$ cat config.mk
export PLATFORM = sky130hd
export DESIGN_NAME = term_writer
export DESIGN_NICKNAME = d
export VERILOG_FILES = /design/src/rtl/term_writer.sv
export SDC_FILE = /design/constraint.sdc
export NUM_CORES = 1
export LEC_CHECK = 0
export BUFFER_PORTS_ARGS = -buffer_cell sky130_fd_sc_hd__buf_2
export CORE_MARGIN = 5
export CORE_UTILIZATION = 45
export DETAILED_ROUTE_END_ITERATION = 8
export GPL_TIMING_DRIVEN = 0
export HOLD_SLACK_MARGIN = 0.02
export PLACE_DENSITY = 0.68
export SLEW_MARGIN = 20
export SYNTH_ARGS = -nofsm -noshare
export SYNTH_HDL_FRONTEND = slang
export SYNTH_SLANG_ARGS = --single-unit
export TNS_END_PERCENT = 30
$ cat constraint.sdc
create_clock -name clk100 -period 12.4 [get_ports clk100]
set_input_delay 0 -clock clk100 [delete_from_list [all_inputs] [get_ports clk100]]
set_output_delay 0 -clock clk100 [all_outputs]
set_load 0.01 [all_outputs]
$ cat src/rtl/term_writer.sv
// rtl/term_writer.sv - character stream to text RAM writer with cursor tracking and scroll-offset rotation
// Accepts bytes over valid/ready, interprets CR/LF/BS/TAB/FF and issues registered text RAM writes.
module term_writer #(
  parameter int          COLS   = 80,
  parameter int          ROWS   = 25,
  parameter int          TAB_W  = 8,
  parameter logic [7:0]  FILL   = 8'h20,
  parameter int          ADDR_W = $clog2(COLS*ROWS)
) (
  input  logic                     clk100,
  input  logic                     rst,
  input  logic [7:0]               in_data,
  input  logic                     in_valid,
  output logic                     in_ready,
  output logic                     wr_en,
  output logic [ADDR_W-1:0]        wr_addr,
  output logic [7:0]               wr_data,
  output logic [$clog2(ROWS)-1:0]  scroll_row,
  output logic [$clog2(ROWS)-1:0]  cursor_row,
  output logic [$clog2(COLS)-1:0]  cursor_col
);

  localparam int RW = $clog2(ROWS);
  localparam int CW = $clog2(COLS);
  localparam logic [ADDR_W-1:0] COLS_A   = ADDR_W'(COLS);
  localparam logic [RW-1:0]     LAST_ROW = RW'(ROWS-1);
  localparam logic [CW-1:0]     LAST_COL = CW'(COLS-1);

  typedef enum logic [1:0] {IDLE, CLEAR_LINE, CLEAR_ALL} state_t;

  state_t              state, state_nxt;
  logic                wr_en_nxt;
  logic [ADDR_W-1:0]   wr_addr_nxt;
  logic [7:0]          wr_data_nxt;
  logic [RW-1:0]       scroll_nxt, crow_nxt;
  logic [CW-1:0]       ccol_nxt;
  // clr_ptr is the next address to clear, clr_left the writes still owed
  logic [ADDR_W-1:0]   clr_ptr, clr_ptr_nxt;
  logic [ADDR_W-1:0]   clr_left, clr_left_nxt;
  logic                do_nl;

  logic                accept;
  logic [RW:0]         row_sum;
  logic [RW-1:0]       prow;
  logic [ADDR_W-1:0]   char_addr, line_base;
  logic [CW:0]         tab_next;

  assign in_ready  = (state == IDLE) && !rst;
  assign accept    = in_valid && in_ready;
  assign row_sum   = {1'b0, scroll_row} + {1'b0, cursor_row};
  assign prow      = (row_sum >= (RW+1)'(ROWS)) ? RW'(row_sum - (RW+1)'(ROWS)) : RW'(row_sum);
  assign char_addr = ADDR_W'(prow) * COLS_A + ADDR_W'(cursor_col);
  assign line_base = ADDR_W'(scroll_row) * COLS_A;
  assign tab_next  = ({1'b0, cursor_col} | (CW+1)'(TAB_W-1)) + (CW+1)'(1);

  always_comb begin
    state_nxt    = state;
    wr_en_nxt    = 1'b0;
    wr_addr_nxt  = wr_addr;
    wr_data_nxt  = wr_data;
    scroll_nxt   = scroll_row;
    crow_nxt     = cursor_row;
    ccol_nxt     = cursor_col;
    clr_ptr_nxt  = clr_ptr;
    clr_left_nxt = clr_left;
    do_nl        = 1'b0;
    case (state)
      IDLE: begin
        if (accept) begin
          if (in_data >= 8'h20 && in_data <= 8'h7E) begin
            wr_en_nxt   = 1'b1;
            wr_addr_nxt = char_addr;
            wr_data_nxt = in_data;
            if (cursor_col == LAST_COL) begin
              ccol_nxt = '0;
              do_nl    = 1'b1;
            end else begin
              ccol_nxt = cursor_col + CW'(1);
            end
          end else begin
            case (in_data)
              8'h0A: do_nl = 1'b1;
              8'h0D: ccol_nxt = '0;
              8'h08: if (cursor_col != '0) ccol_nxt = cursor_col - CW'(1);
              8'h09: ccol_nxt = (tab_next > {1'b0, LAST_COL}) ? LAST_COL : CW'(tab_next);
              8'h0C: begin
                crow_nxt     = '0;
                ccol_nxt     = '0;
                scroll_nxt   = '0;
                state_nxt    = CLEAR_ALL;
                wr_en_nxt    = 1'b1;
                wr_addr_nxt  = '0;
                wr_data_nxt  = FILL;
                clr_ptr_nxt  = ADDR_W'(1);
                clr_left_nxt = ADDR_W'(ROWS*COLS-1);
              end
              default: ;
            endcase
          end
          if (do_nl) begin
            if (cursor_row != LAST_ROW) begin
              crow_nxt = cursor_row + RW'(1);
            end else begin
              scroll_nxt = (scroll_row == LAST_ROW) ? '0 : scroll_row + RW'(1);
              state_nxt  = CLEAR_LINE;
              // A wrapping printable keeps its own write first; the clear follows it.
              if (wr_en_nxt) begin
                clr_ptr_nxt  = line_base;
                clr_left_nxt = COLS_A;
              end else begin
                wr_en_nxt    = 1'b1;
                wr_addr_nxt  = line_base;
                wr_data_nxt  = FILL;
                clr_ptr_nxt  = line_base + ADDR_W'(1);
                clr_left_nxt = COLS_A - ADDR_W'(1);
              end
            end
          end
        end
      end
      CLEAR_LINE, CLEAR_ALL: begin
        if (clr_left == '0) begin
          state_nxt = IDLE;
        end else begin
          wr_en_nxt    = 1'b1;
          wr_addr_nxt  = clr_ptr;
          wr_data_nxt  = FILL;
          clr_ptr_nxt  = clr_ptr + ADDR_W'(1);
          clr_left_nxt = clr_left - ADDR_W'(1);
        end
      end
      default: state_nxt = IDLE;
    endcase
  end

  always_ff @(posedge clk100 or posedge rst) begin
    if (rst) begin
      state      <= IDLE;
      wr_en      <= 1'b0;
      wr_addr    <= '0;
      wr_data    <= '0;
      scroll_row <= '0;
      cursor_row <= '0;
      cursor_col <= '0;
      clr_ptr    <= '0;
      clr_left   <= '0;
    end else begin
      state      <= state_nxt;
      wr_en      <= wr_en_nxt;
      wr_addr    <= wr_addr_nxt;
      wr_data    <= wr_data_nxt;
      scroll_row <= scroll_nxt;
      cursor_row <= crow_nxt;
      cursor_col <= ccol_nxt;
      clr_ptr    <= clr_ptr_nxt;
      clr_left   <= clr_left_nxt;
    end
  end

endmodule

==> flow_results.org, run 1 <==
** Place
- IO buf count :: 48
- Timing analysis after detailed placement gives a worst setup slack of about 7 ns.
- The placed instances occupy a cell area of 5191 um2.
- Cell count after placement :: roughly 730
- Half-perimeter wire length after placement :: approximately 10000 um
- The congestion estimate from routability-driven global placement came to ~0.90.

** Synth
- Distinct cells, synth :: between 70 and 80
- During synthesis, Yosys emitted a total of 0 warnings.
- Proportion of register bits with asynchronous set or reset after synthesis :: 100.0%
- Synthesis produced approximately 550 cells.
- Synthesis produced a netlist with a net count of around 600.
- Counting flops and latches in the post-synthesis netlist gives between 60 and 70.
- The share of the Yosys chip area taken by registers is between 30 and 40%.
- For this run, the leading register cell type out of synthesis is sky130_fd_sc_hd__dfrtp_1.
- Mapped Avg Cell Area :: 8.701 um2
- Cell area after synthesis :: between 4000 and 5000 um2
- Yosys mapped a number of flops with a built-in enable equal to 0.

** Finish
- Area Growth Syn to Fin :: 14.77%
- Fin cells :: 755
- Final-layout fill cell count :: roughly 940
- Fraction of final layout cells with drive strength greater than 1 :: between 15 and 20%
- Sequential standard cell area :: approximately 1500 um2
- Post-layout utilization of the core :: between 50% and 60%
- The library cells used most frequently in the layout, excluding fill and tap cells, are sky130_fd_sc_hd__dfrtp_1 (61), sky130_fd_sc_hd__nand2_1 (56), sky130_fd_sc_hd__buf_2 (50), sky130_fd_sc_hd__o21ai_0 (42), sky130_fd_sc_hd__nor2_1 (40).
- The number of antenna diodes in the final layout is 0.
- In the final layout, the multi-input gates occupy about 3000 um2.
- Most frequent standard cell in the layout excluding fill and tap cells :: sky130_fd_sc_hd__dfrtp_1
- For this run, the post-layout net count is between 600 and 700.
- After routing the design area is approximately 5500 um2.

** Clock tree
- The later pin in the worst-skew pair is clocked with a latency of between 0.3 and 0.4 ns.
- TritonCTS created 9 clock buffers.
- Reg clk slew, reported paths :: 0.08 ns
- Root Driver :: sky130_fd_sc_hd__clkbuf_8
- Bufs on Longest Clock Path :: 2
- TritonCTS clock tree :: built
- H-tree depth :: 3
- Clock net sink count :: 61
- Number of gates given a new drive strength after cts :: 0

** Global route
- Number of global-route vias before repair :: roughly 4500
- GRT overflow :: 0
- The number of antenna violations at the first check in global routing was 0.
- Busiest layer in global routing :: met2
- Met2 usage :: roughly a third
- The first global-routing pass estimated ~23000 um of wire.
- Largest net degree at the start of global routing :: slightly below 50
- Across every metal layer, demand over resource in global routing totals between 20% and 30%.
- Met1 track utilization from global routing :: a little under a third
- Global-route met3 utilization :: under 10%

** Power
- Total leakage power :: about 2.4 nW
- PD cells :: ~120 nW/um2
- Worst ir drop on vdd :: 0.00007388 V
- The design draws 0.6454 mW.

** Detailed routing
- Once detail routing completed, the nets flagged for antenna violations numbered 0.
- Vias/cell :: around 6.0
- After detailed routing, the number of remaining DRC violations is 0.
- Vias :: 4561
- Routed wire per std cell :: about 18 um
- DR iter-0 viols :: between 300 and 400
- First-pass iteration count of the detailed router :: 6
- Final wirelength :: roughly 14000 um

** Timing
- Aggregate negative setup slack :: 0 ns
- Count of final setup violators :: 0
- Clock period minus final worst setup slack :: ~5.5 ns
- The number of hold violations in the final report was 0.
- Derived from the worst setup path, the maximum achievable clock frequency is roughly 180 MHz.
- Clock skew on the completed layout was measured at 0.008915 ns.
- The final count of pins violating max slew came to 0.
- Hold timing on the final database bottoms out at a slack of between 0.06 and 0.07 ns.
- Setup slack of the critical path after layout :: roughly 7 ns
- Setup repair after global routing left no endpoint under its margin.
- The final critical path takes up 44.31% of the cycle.
- Actual transition at the worst max-transition pin :: 1.047 ns
- Slew Limit Headroom :: 29.68%

** Critical path
- The worst setup path is of the reg2reg kind.
- Data on the critical path is required at its endpoint by 12.65 ns.
- Worst setup EP type :: flip-flop
- Data arrives at the worst endpoint at roughly 5.7 ns.
- Peak fanout along the critical path :: 10
- Kind of start point of the critical path :: flip-flop

** Floorplan
- After floorplanning, the core was divided into 37 placement rows.
- The floorplan step defined a core boundary enclosing 10320 um2.
- The die covers 12710 um2.
- In this run the count of I/O pins placed on the die edge is slightly below 50.
- Vertical die dimension :: 112.8 um
- Once the floorplan was initialized, standard cells occupied roughly 46% of the core.
- The die is 112.8 um wide.

** Status
- Result of the run :: complete, no violations

** Min path
- Path category of the worst min-delay check :: in2reg

** Job
- Max-cap violations in this run came to 0.
-- metal layers --
layer / up-vias / wire length [um]
met3: 28 / 937
li1: 2169 / -
met5: - / 0
met4: 0 / 338
met2: 167 / 6396
met1: 2197 / 6067
-- final timing paths --
| kind | from | to | slack [ns] | depth (start not counted) |
|---|---|---|---|---|
| min | in_data[7] | wr_data[5] | 0.06 | 3 |
| max | scroll_row[0] | wr_addr[10] | 6.91 | 19 |
| max in group asynchronous | rst | clr_left[2] | 11.78 | 4 |
| max reg2reg | scroll_row[0] | wr_addr[10] | 6.91 | 19 |
| min reg2reg | wr_addr[5] | wr_addr[5] | 0.48 | 2 |
| min in group asynchronous | rst | wr_en | 0.12 | 3 |
-- cell type report --
class / instances / share of cell area [%]
buffer: 20 / 1.905
tap: 136 / 3.121
clock buffer: 9 / 2.272
clock inverter: 7 / 1.056
sequential: 61 / 27.99
inverter: 30 / 2.111
multi-input combinational: 435 / 55.16
timing repair buffer: 57 / 6.379
-- synthesized netlist by cell type, types with 3 or more instances --
master                     count  area (um2)
sky130_fd_sc_hd__dfrtp_1      61        1526
sky130_fd_sc_hd__nand2_1      56       210.2
sky130_fd_sc_hd__o21ai_0      42       210.2
sky130_fd_sc_hd__nor2_1       40       150.1
sky130_fd_sc_hd__ha_1         35       437.9
sky130_fd_sc_hd__nand3_1      31       155.2
sky130_fd_sc_hd__a21oi_1      30       150.1
sky130_fd_sc_hd__inv_1        30       112.6
sky130_fd_sc_hd__nor3_1       19       95.09
sky130_fd_sc_hd__o21ai_1      19       95.09
sky130_fd_sc_hd__clkbuf_1     14       52.55
sky130_fd_sc_hd__xnor2_1      13       113.9
sky130_fd_sc_hd__a22o_1       12       105.1
sky130_fd_sc_hd__a21o_1       11       82.58
sky130_fd_sc_hd__o22ai_1      11       68.82
sky130_fd_sc_hd__a22oi_1       7       52.55
sky130_fd_sc_hd__a31oi_1       6       37.54
sky130_fd_sc_hd__and2_1        5       31.28
sky130_fd_sc_hd__nor2b_1       5       31.28
sky130_fd_sc_hd__o211ai_1      5       37.54
sky130_fd_sc_hd__xor2_1        5       43.79
sky130_fd_sc_hd__a222oi_1      4       40.04
sky130_fd_sc_hd__fa_1          4       80.08
sky130_fd_sc_hd__nand2b_1      4       25.02
sky130_fd_sc_hd__nand4b_1      4       35.03
sky130_fd_sc_hd__o21a_1        4       30.03
sky130_fd_sc_hd__and3_1        3       18.77
sky130_fd_sc_hd__buf_6         3       33.78
sky130_fd_sc_hd__nand3b_1      3       22.52
sky130_fd_sc_hd__nand4_1       3       18.77
sky130_fd_sc_hd__nor4_1        3       18.77
sky130_fd_sc_hd__o21ai_2       3       26.28
sky130_fd_sc_hd__o311ai_1      3       26.28
sky130_fd_sc_hd__o31ai_4       3       63.81
-- what timing repair did --
| item | CTS | global route |
|---|---|---|
| hold buffers | 8 | 0 |
| endpoints found under the hold margin | 68 | 0 |
| buffers inserted | 0 | 0 |
-- report_power, final --
part           leakage, nW  internal (mW)  total [mW]  switching [mW]
Combinational         1.56         0.0892       0.219           0.129
Clock               0.0829         0.0747       0.169          0.0939
Sequential           0.785          0.228       0.258          0.0300
Total                 2.43          0.392       0.645           0.253
-- critical path: stages, from the launching register on --
cell and delay, ns:
sky130_fd_sc_hd__dfrtp_1 0.63, sky130_fd_sc_hd__ha_1 0.25, sky130_fd_sc_hd__inv_1 0.05, sky130_fd_sc_hd__fa_1 0.56, sky130_fd_sc_hd__ha_1 0.19, sky130_fd_sc_hd__nand2_1 0.06, sky130_fd_sc_hd__or2_2 0.30, sky130_fd_sc_hd__o221a_1 0.13
sky130_fd_sc_hd__nor3_1 0.44, sky130_fd_sc_hd__nor2_1 0.08, sky130_fd_sc_hd__a21oi_1 0.34, sky130_fd_sc_hd__ha_1 0.32, sky130_fd_sc_hd__ha_1 0.23, sky130_fd_sc_hd__fa_1 0.53, sky130_fd_sc_hd__nand2_1 0.10, sky130_fd_sc_hd__nor2b_1 0.21
sky130_fd_sc_hd__o21ai_0 0.12, sky130_fd_sc_hd__a222oi_1 0.42, sky130_fd_sc_hd__xnor2_1 0.20, sky130_fd_sc_hd__a21o_1 0.20
-- cell families (layout without fill, tap and decap cells) --
family                     Yosys count  after routing  synth area share [%]
AOI/OAI and AO/OA                  183            183                 27.44
xor gates and xnor gates            18             18                 3.318
adders and majority gates           39             39                 10.90
buffers and inverters               50            123                 4.556
DFF                                 61             61                 32.13
muxes                                2              2                0.4214
and+or+nand+nor                    193            193                 21.23
-- registers in the layout, summed over array words and instances (netlist names) --
signal,cells
clr_ptr,11
cursor_col,7
wr_data,8
wr_en,1
scroll_row,5
state,2
clr_left,11
cursor_row,5
wr_addr,11
No activity file was read; power rests on OpenSTA's default activity.
==> inputs of run 2 (changes only) <==
ABC_AREA = 1   (was unset)
PLACE_DENSITY = 0.7   (was 0.68)
clock period = 4.91 ns   (was 12.4 ns; I/O delays follow)
==> flow_results.org, run 2 <==
** Place
- At the end of routability-driven placement, the weighted congestion stood at a little over 0.9.
- IO buf count :: 48
- Half-perimeter wire length after placement :: between 9000 and 10000 um

** Detailed routing
- After the first detailed-routing iteration, the DRC count stood at 284.
- Using the TritonRoute via totals, the vias-per-cell ratio works out to 5.354.
- In this run the top signal layer used is met4.
- Routed wire length on met2 :: approximately 5700 um
- After detailed routing, the average wire length per cell comes to around 15 um.
- In this run the remaining antenna-violating nets after routing total 0.
- The first detailed-routing pass ran for 5 iterations.
- After detailed routing, the wire length on met1 is roughly 5600 um.
- Number of DRC violations after detailed routing :: 0
- Final wirelength :: roughly 12000 um
- Vias :: ~4500
- The routed design uses around 720 um of met3 wire.

** Synth
- Proportion of register bits with asynchronous set or reset after synthesis :: 100.0%
- Syn nets :: between 600 and 700
- Leading post-synthesis cells by cell area :: sky130_fd_sc_hd__dfrtp_1 (33%), sky130_fd_sc_hd__nand2_1 (10%), sky130_fd_sc_hd__ha_1 (9.3%)
- Yosys mapped a number of flops with a built-in enable equal to 0.
- After synthesis the netlist holds a flip-flop and latch count of between 60 and 70.
- For this run, the leading register cell type out of synthesis is sky130_fd_sc_hd__dfrtp_1.
- Cell type contributing the most total cell area after synthesis :: sky130_fd_sc_hd__dfrtp_1
- Sequential area share after synthesis :: roughly 33%
- Distinct cells, synth :: 52
- Post-synth top area share :: roughly a third
- After synthesis, the most frequently instantiated cells are sky130_fd_sc_hd__nand2_1 (128), sky130_fd_sc_hd__inv_1 (79), sky130_fd_sc_hd__dfrtp_1 (61).
- Mapped Avg Cell Area :: 7.505 um2
- Cell with the most instances after synthesis :: sky130_fd_sc_hd__nand2_1
- Total number of yosys warnings :: 0
- In this run the cell area of the synthesized design comes to between 4000 and 5000 um2.
- The cell count after synthesis came out at ~630.

** Critical path
- Of all nets on the critical path, the largest fanout is 7.
- STA classifies the critical path endpoint as a flip-flop.
- The endpoint identified for the worst register-to-register timing path is wr_addr[8].
- The most critical setup path has its startpoint at scroll_row[0].
- Critical setup path kind :: reg2reg
- Data on the critical path arrives at its endpoint at between 4 and 5 ns.
- The worst register-to-register path has a depth of 15.
- The worst setup path is launched from a flip-flop.
- For flop-to-flop paths, the worst setup slack is 0.41 ns.
- The worst register-to-register path begins at scroll_row[0].
- For the worst setup path, the data required time is 5.15 ns.

** Finish
- Final-layout fill cell count :: roughly 990
- Across the whole layout, storage elements account for between 1500 and 2000 um2.
- 0 antenna diodes ended up in the layout.
- Once layout is complete, the utilization of the core stands at approximately 53%.
- Area Growth Syn to Fin :: 15.04%
- Leaving out fill and tap cells, the most frequent cell in the layout is sky130_fd_sc_hd__nand2_1.
- Registers with the most flip-flops :: clr_left: 11 flops, clr_ptr: 11 flops, wr_addr: 11 flops
- Most frequent cells in the layout :: sky130_fd_sc_hd__nand2_1 (128), sky130_fd_sc_hd__inv_1 (78), sky130_fd_sc_hd__dfrtp_1 (61), sky130_fd_sc_hd__buf_2 (53), sky130_fd_sc_hd__o21ai_0 (49)
- Final-stage net count :: roughly 740
- Fraction of final layout cells with drive strength greater than 1 :: 16.60%
- The multi-input combinational cells in the finished layout cover a total of ~2800 um2.

** Timing
- For the pin with the worst max-slew slack, the measured transition is about 0.54 ns.
- Fraction of the cycle the final worst path needs :: 91.56%
- The number of hold violations in the final report is 0.
- Setup violations remaining at the end of the flow were counted as 0.
- The final count of pins violating max slew is 0.
- Setup repair after global routing missed its margin :: false
- Worst hold slack :: 0.1440 ns
- Timing would allow up to ~220 MHz.
- Clk_skew :: between 0.009 and 0.01 ns
- Headroom to the max-slew limit came out at 63.46%.
- The worst path needs approximately 4.5 ns of the cycle, external delays included.
- Aggregate negative setup slack :: 0 ns

** Clock tree
- CTS built an H-tree with a depth of 3.
- Clock net sink count :: a little over 60
- After clock tree synthesis, the clock-pin slew on the worst setup and hold paths is around 0.080 ns.
- Bufs on Longest Clock Path :: 2
- After clock tree synthesis, the repair step resized 0 gates.
- Once the clock tree was built, the setup fixing pass inserted 0 buffers.
- In this run, CTS created clock tree buffers numbering 9.
- TritonCTS clock tree :: built
- The later pin in the worst-skew pair is clocked with a latency of ~0.35 ns.
- Root Driver :: sky130_fd_sc_hd__clkbuf_8

** Min path
- Path category of the worst min-delay check :: in2async

** Job
- Reported max-cap violation count :: 0

** Floorplan
- The die covers between 10000 and 15000 um2.
- The initial utilization of the core area, before any placement, comes to approximately 46%.
- The total area inside the core boundary comes to between 10000 and 15000 um2.
- Horizontal die dimension :: around 110 um
- Vertical die dimension :: 112.1 um
- Num ports :: just under 50
- The floorplan has 37 rows.

** Global route
- Global routing finished with a remaining overflow of 0.
- Global Route Usage Sum :: between 15 and 20%
- Global-route wire length before repair :: approximately 21000 um
- Antenna violations before repair :: 0
- The via count of the first global-routing pass is 4458.
- Entering global routing, the biggest net connects 47 pins.

** Status
- The run finished with clean final reports.
## run 2: cell types whose count changed after synthesis, sizes merged, moves of 14 or more
cell,before,now
nand2,57,136
nor2,41,55
inv,30,91
nand3,32,49
## run 2: worst max path at each step
| stage | endpoint | slack [ns] | cells after the start |
|---|---|---|---|
| detailed placement | wr_addr[8] | 0.45 | 15 |
| floorplan | wr_addr[8] | 0.98 | 15 |
| CTS | wr_addr[8] | 0.42 | 15 |
| global placement | wr_addr[8] | 0.57 | 15 |
| finish | wr_addr[8] | 0.41 | 15 |
| global route | wr_addr[8] | 0.18 | 15 |
## run 2: timing repair
item	4_1_cts	5_1_grt
setup endpoints to repair	0	0
endpoints found under the hold margin	68	0
hold buffers	9	0
## run 2: cells by family after synthesis
kind of cell,count (synthesis),share of synthesized area [%]
flip-flops,61,32.54
AND/OR/NAND/NOR,264,26.38
XOR/XNOR,18,3.361
buffers and inverters,104,8.802
AO/OA/AOI/OAI,139,17.87
adder cells (fa/ha/maj),39,11.04
## run 2: worst max-delay path, stage by stage, from the launching register on
cell                       delay (ns)
sky130_fd_sc_hd__dfrtp_1         0.53
sky130_fd_sc_hd__ha_1            0.22
sky130_fd_sc_hd__inv_1           0.05
sky130_fd_sc_hd__fa_1            0.57
sky130_fd_sc_hd__ha_1            0.23
sky130_fd_sc_hd__nand3b_1        0.10
sky130_fd_sc_hd__nand3_1         0.12
sky130_fd_sc_hd__nand2_1         0.15
sky130_fd_sc_hd__o21ai_0         0.49
sky130_fd_sc_hd__ha_1            0.34
sky130_fd_sc_hd__ha_1            0.23
sky130_fd_sc_hd__fa_1            0.47
sky130_fd_sc_hd__or2_2           0.31
sky130_fd_sc_hd__a41oi_1         0.27
sky130_fd_sc_hd__o21ai_1         0.12
sky130_fd_sc_hd__a22o_1          0.19
## run 2: layer usage
layer,vias to the layer above,global-route usage (%)
met5,-,0
met4,0,7.452
met3,15,3.666
met2,132,31.86
met1,2087,26.73
li1,2237,-
## run 2: final cells by class
type | instances | share of cell area (%)
sequential | 61 | 28.29
clock inverter | 7 | 0.9506
timing repair buffer | 58 | 6.631
inverter | 94 | 6.677
multi-input combinational | 460 | 50.99
clock buffer | 9 | 2.295
tap | 136 | 3.153
buffer | 10 | 1.020
## run 2: metrics by stage
stage	std cells	instance area (um2)	setup WS, ns
after floorplan	625	4691	0.9849
after global placement	809	5101	0.5668
after detailed placement	810	5131	0.4516
after CTS	835	5396	0.4220
after global routing	835	5396	0.1802
final	835	5396	0.4142
Power of run 2 is left out: the tool's default activity adds up to more than one toggle a clock period on the data nets, which glitch-free logic cannot reach.
==> inputs of run 3 (changes only) <==
BUFFER_PORTS_ARGS = unset   (was -buffer_cell sky130_fd_sc_hd__buf_2)
DONT_BUFFER_PORTS = 1   (was unset)
PLACE_DENSITY = 0.66   (was 0.7)
clock period = 4 ns   (was 4.91 ns; I/O delays follow)
==> flow_results.org, run 3 (synthesized netlist as in run 2, its figures left out) <==
** Status
- Result of the run :: complete, no violations

** Detailed routing
- Vias/cell :: about 5.5
- The detailed router finished its first iteration with approximately 290 violations.
- First-pass iteration count of the detailed router :: 5
- Vias :: about 4400
- In the final routed layout, each cell accounts on average for 15.86 um.
- ANT nets after route :: 0
- Number of DRC violations after detailed routing :: 0
- Final wirelength :: 12580 um

** Global route
- GRT overflow :: 0
- Global Route Usage Sum :: 20.25%
- The via count of the first global-routing pass is around 4400.
- The first global-routing pass estimated 21130 um of wire.
- Antenna violations before repair :: 0
- Entering global routing, the biggest net connects between 50 and 60 pins.

** Floorplan
- The die is ~110 um wide.
- For this configuration, the core starts out at a cell density of 45.85%.
- Num rows :: 37
- just under 50 I/O pins were placed.
- Core region area :: 10230 um2
- Vertical die dimension :: around 110 um
- Total die area :: 12570 um2

** Place
- At the end of routability-driven placement, the weighted congestion stood at just under 0.9.
- Half-perimeter wire length after placement :: roughly 9300 um
- Worst slack, placed :: -0.5074 ns
- IO buf count :: 0

** Critical path
- For this run, the slowest stage of the critical path takes between 0.6 and 0.7 ns.
- The worst setup path is launched from a flip-flop.
- Data on the critical path arrives at its endpoint at roughly 4.2 ns.
- For the worst flop-to-flop path, the logic depth is 20.
- In this design, the critical path's most frequently occurring cell is sky130_fd_sc_hd__nand2_1.
- Walking the worst path, the cells encountered are ha_4 -> inv_1 -> fa_2 -> ha_4 -> nand3b_1 -> nand3_2 -> nand2_4 -> nand2_2 -> xnor2_2 -> ha_1 -> ha_2 -> fa_2 -> and3_4 -> a21oi_1 -> o21ai_0 -> o21ai_1 -> nand2_1 -> nand2_1 -> nand2_2 -> nand2_1.
- STA classifies the critical path endpoint as a flip-flop.
- R2R Setup Slk :: 0.1 ns
- The startpoint identified for the worst register-to-register timing path is scroll_row[0].
- Required time at the worst-slack endpoint :: 4.25 ns
- The worst register-to-register path ends at wr_addr[9].
- Cell with the largest stage delay on the worst path :: sky130_fd_sc_hd__fa_2
- Along the worst path, the maximum fanout reaches 7.
- The worst setup path is of the reg2reg kind.

** Clock tree
- Clock net sink count :: 61
- Number of CTS-inserted buffers :: 9
- Clock-pin slew was measured on the worst setup and hold paths at ~0.08 ns.
- H-tree depth :: 3
- The longest clock path from root to sink contains 2 buffers.
- The later pin in the worst-skew pair is clocked with a latency of 0.35 ns.
- TritonCTS clock tree :: built
- Root Driver :: sky130_fd_sc_hd__clkbuf_8

** Finish
- Registers with the most flip-flops :: clr_left: 11 flops, clr_ptr: 11 flops, wr_addr: 11 flops
- 0 antenna diodes ended up in the layout.
- Area Growth Syn to Fin :: 14.16%
- The library cell used most frequently in the layout, excluding fill and tap cells, is sky130_fd_sc_hd__nand2_1.
- At the end of the flow, the number of nets in the layout was between 700 and 800.
- Final-layout fill cell count :: 974
- Cells fill 52.34% of the core in the end.
- Fraction of final layout cells with drive strength greater than 1 :: between 10% and 20%
- The top cell types in the final layout, fill and taps aside, are sky130_fd_sc_hd__nand2_1 (123), sky130_fd_sc_hd__inv_1 (77), sky130_fd_sc_hd__dfrtp_1 (58), sky130_fd_sc_hd__o21ai_0 (48), sky130_fd_sc_hd__nor2_1 (47).

** Min path
- Min-Delay Endpoint :: in_ready
- Counting instances, the worst hold path has a depth of 1.
- In this run the worst hold path is classified as in2out.
- HP Start :: rst

** Timing
- Setup slack of the critical path after layout :: 0.09585 ns
- The number of hold violations in the final report was 0.
- Actual transition at the worst max-transition pin :: roughly 0.53 ns
- The final count of pins violating max slew was 0.
- Slew Limit Headroom :: 64.91%
- Worst hold slack :: about 0.04 ns
- Setup violations remaining at the end of the flow were counted as 0.
- Clock period minus final worst setup slack :: a little under 4 ns
- Setup repair after global routing could not meet its margin everywhere.
- Clk_skew :: roughly 0.0095 ns
- Maximum clock frequency :: roughly 260 MHz
- In the finished design, the share of the clock period the worst path needs comes to ~98%.

** Job
- Reported max-cap violation count :: 0
run 3: cell count changes in the layout (fill, tap and decap cells not counted), moves of 3 or more:
| cell | previous run | this run |
|---|---|---|
| sky130_fd_sc_hd__buf_2 | 53 | 5 |
| sky130_fd_sc_hd__ha_1 | 35 | 29 |
| sky130_fd_sc_hd__nand2_1 | 128 | 123 |
| sky130_fd_sc_hd__buf_4 | 1 | 5 |
| sky130_fd_sc_hd__ha_4 | 0 | 4 |
| sky130_fd_sc_hd__dfrtp_1 | 61 | 58 |
| sky130_fd_sc_hd__dfrtp_2 | 0 | 3 |
| sky130_fd_sc_hd__nand2_2 | 7 | 10 |
| sky130_fd_sc_hd__xnor2_1 | 6 | 3 |
| sky130_fd_sc_hd__xnor2_2 | 0 | 3 |
run 3: critical path, delay by kind of cell (launching register included):
kind	cells	cell delay (ns)
adders and majority gates	6	1.99
buffers and inverters	1	0.05
AOI/OAI and AO/OA	3	0.22
and+or+nand+nor	9	0.90
DFF	1	0.52
xor gates and xnor gates	1	0.15
run 3: final cells by class:
class	instances	area, um2	area share, %
multi-input combinational	460	2895	54.07
clock buffer	9	123.9	2.313
tap	136	170.2	3.178
buffer	10	55.05	1.028
timing repair buffer	16	167.7	3.131
sequential	61	1530	28.57
inverter	94	360.3	6.729
clock inverter	7	52.55	0.9813
run 3: repair_timing:
action / 4_1_cts / 5_1_grt
hold buffers: 11 / 0
resized for setup: 12 / 22
setup buffers: 2 / 2
pin swaps: 4 / 11
hold endpoints to repair: 68 / 0
cloned: 0 / 0
endpoints found under the setup margin: 3 / 4
run 3: per-layer routing:
metal,wire (um),up-vias,share of wire [%],GRT usage [%]
met5,0,-,0,0
met4,160,0,1.3,5.048
met3,862,16,6.9,5.499
met2,5910,125,47,33.33
met1,5643,2087,45,26.53
li1,-,2153,-,-
run 3: per-stage QoR:
stage | instances | setup TNS [ns] | instance area (um2)
global route | 793 | -0.1092 | 5355
finish | 793 | 0 | 5355
global placement | 761 | -0.9547 | 4861
CTS | 791 | 0 | 5236
detailed placement | 762 | -1.168 | 4891
floorplan | 625 | 0 | 4691
run 3: worst max path at each step:
| stage | startpoint | endpoint | slack (ns) | cells past startpoint |
|---|---|---|---|---|
| after floorplan | scroll_row[0] | wr_addr[8] | 0.07 | 15 |
| final | scroll_row[0] | wr_addr[9] | 0.1 | 20 |
| after detailed placement | scroll_row[0] | wr_addr[8] | -0.51 | 15 |
| after CTS | scroll_row[0] | wr_addr[8] | 0.01 | 16 |
| after global routing | scroll_row[0] | wr_addr[8] | -0.05 | 16 |
| after global placement | scroll_row[0] | wr_addr[8] | -0.46 | 15 |
Power of run 3 is left out for the same reason.
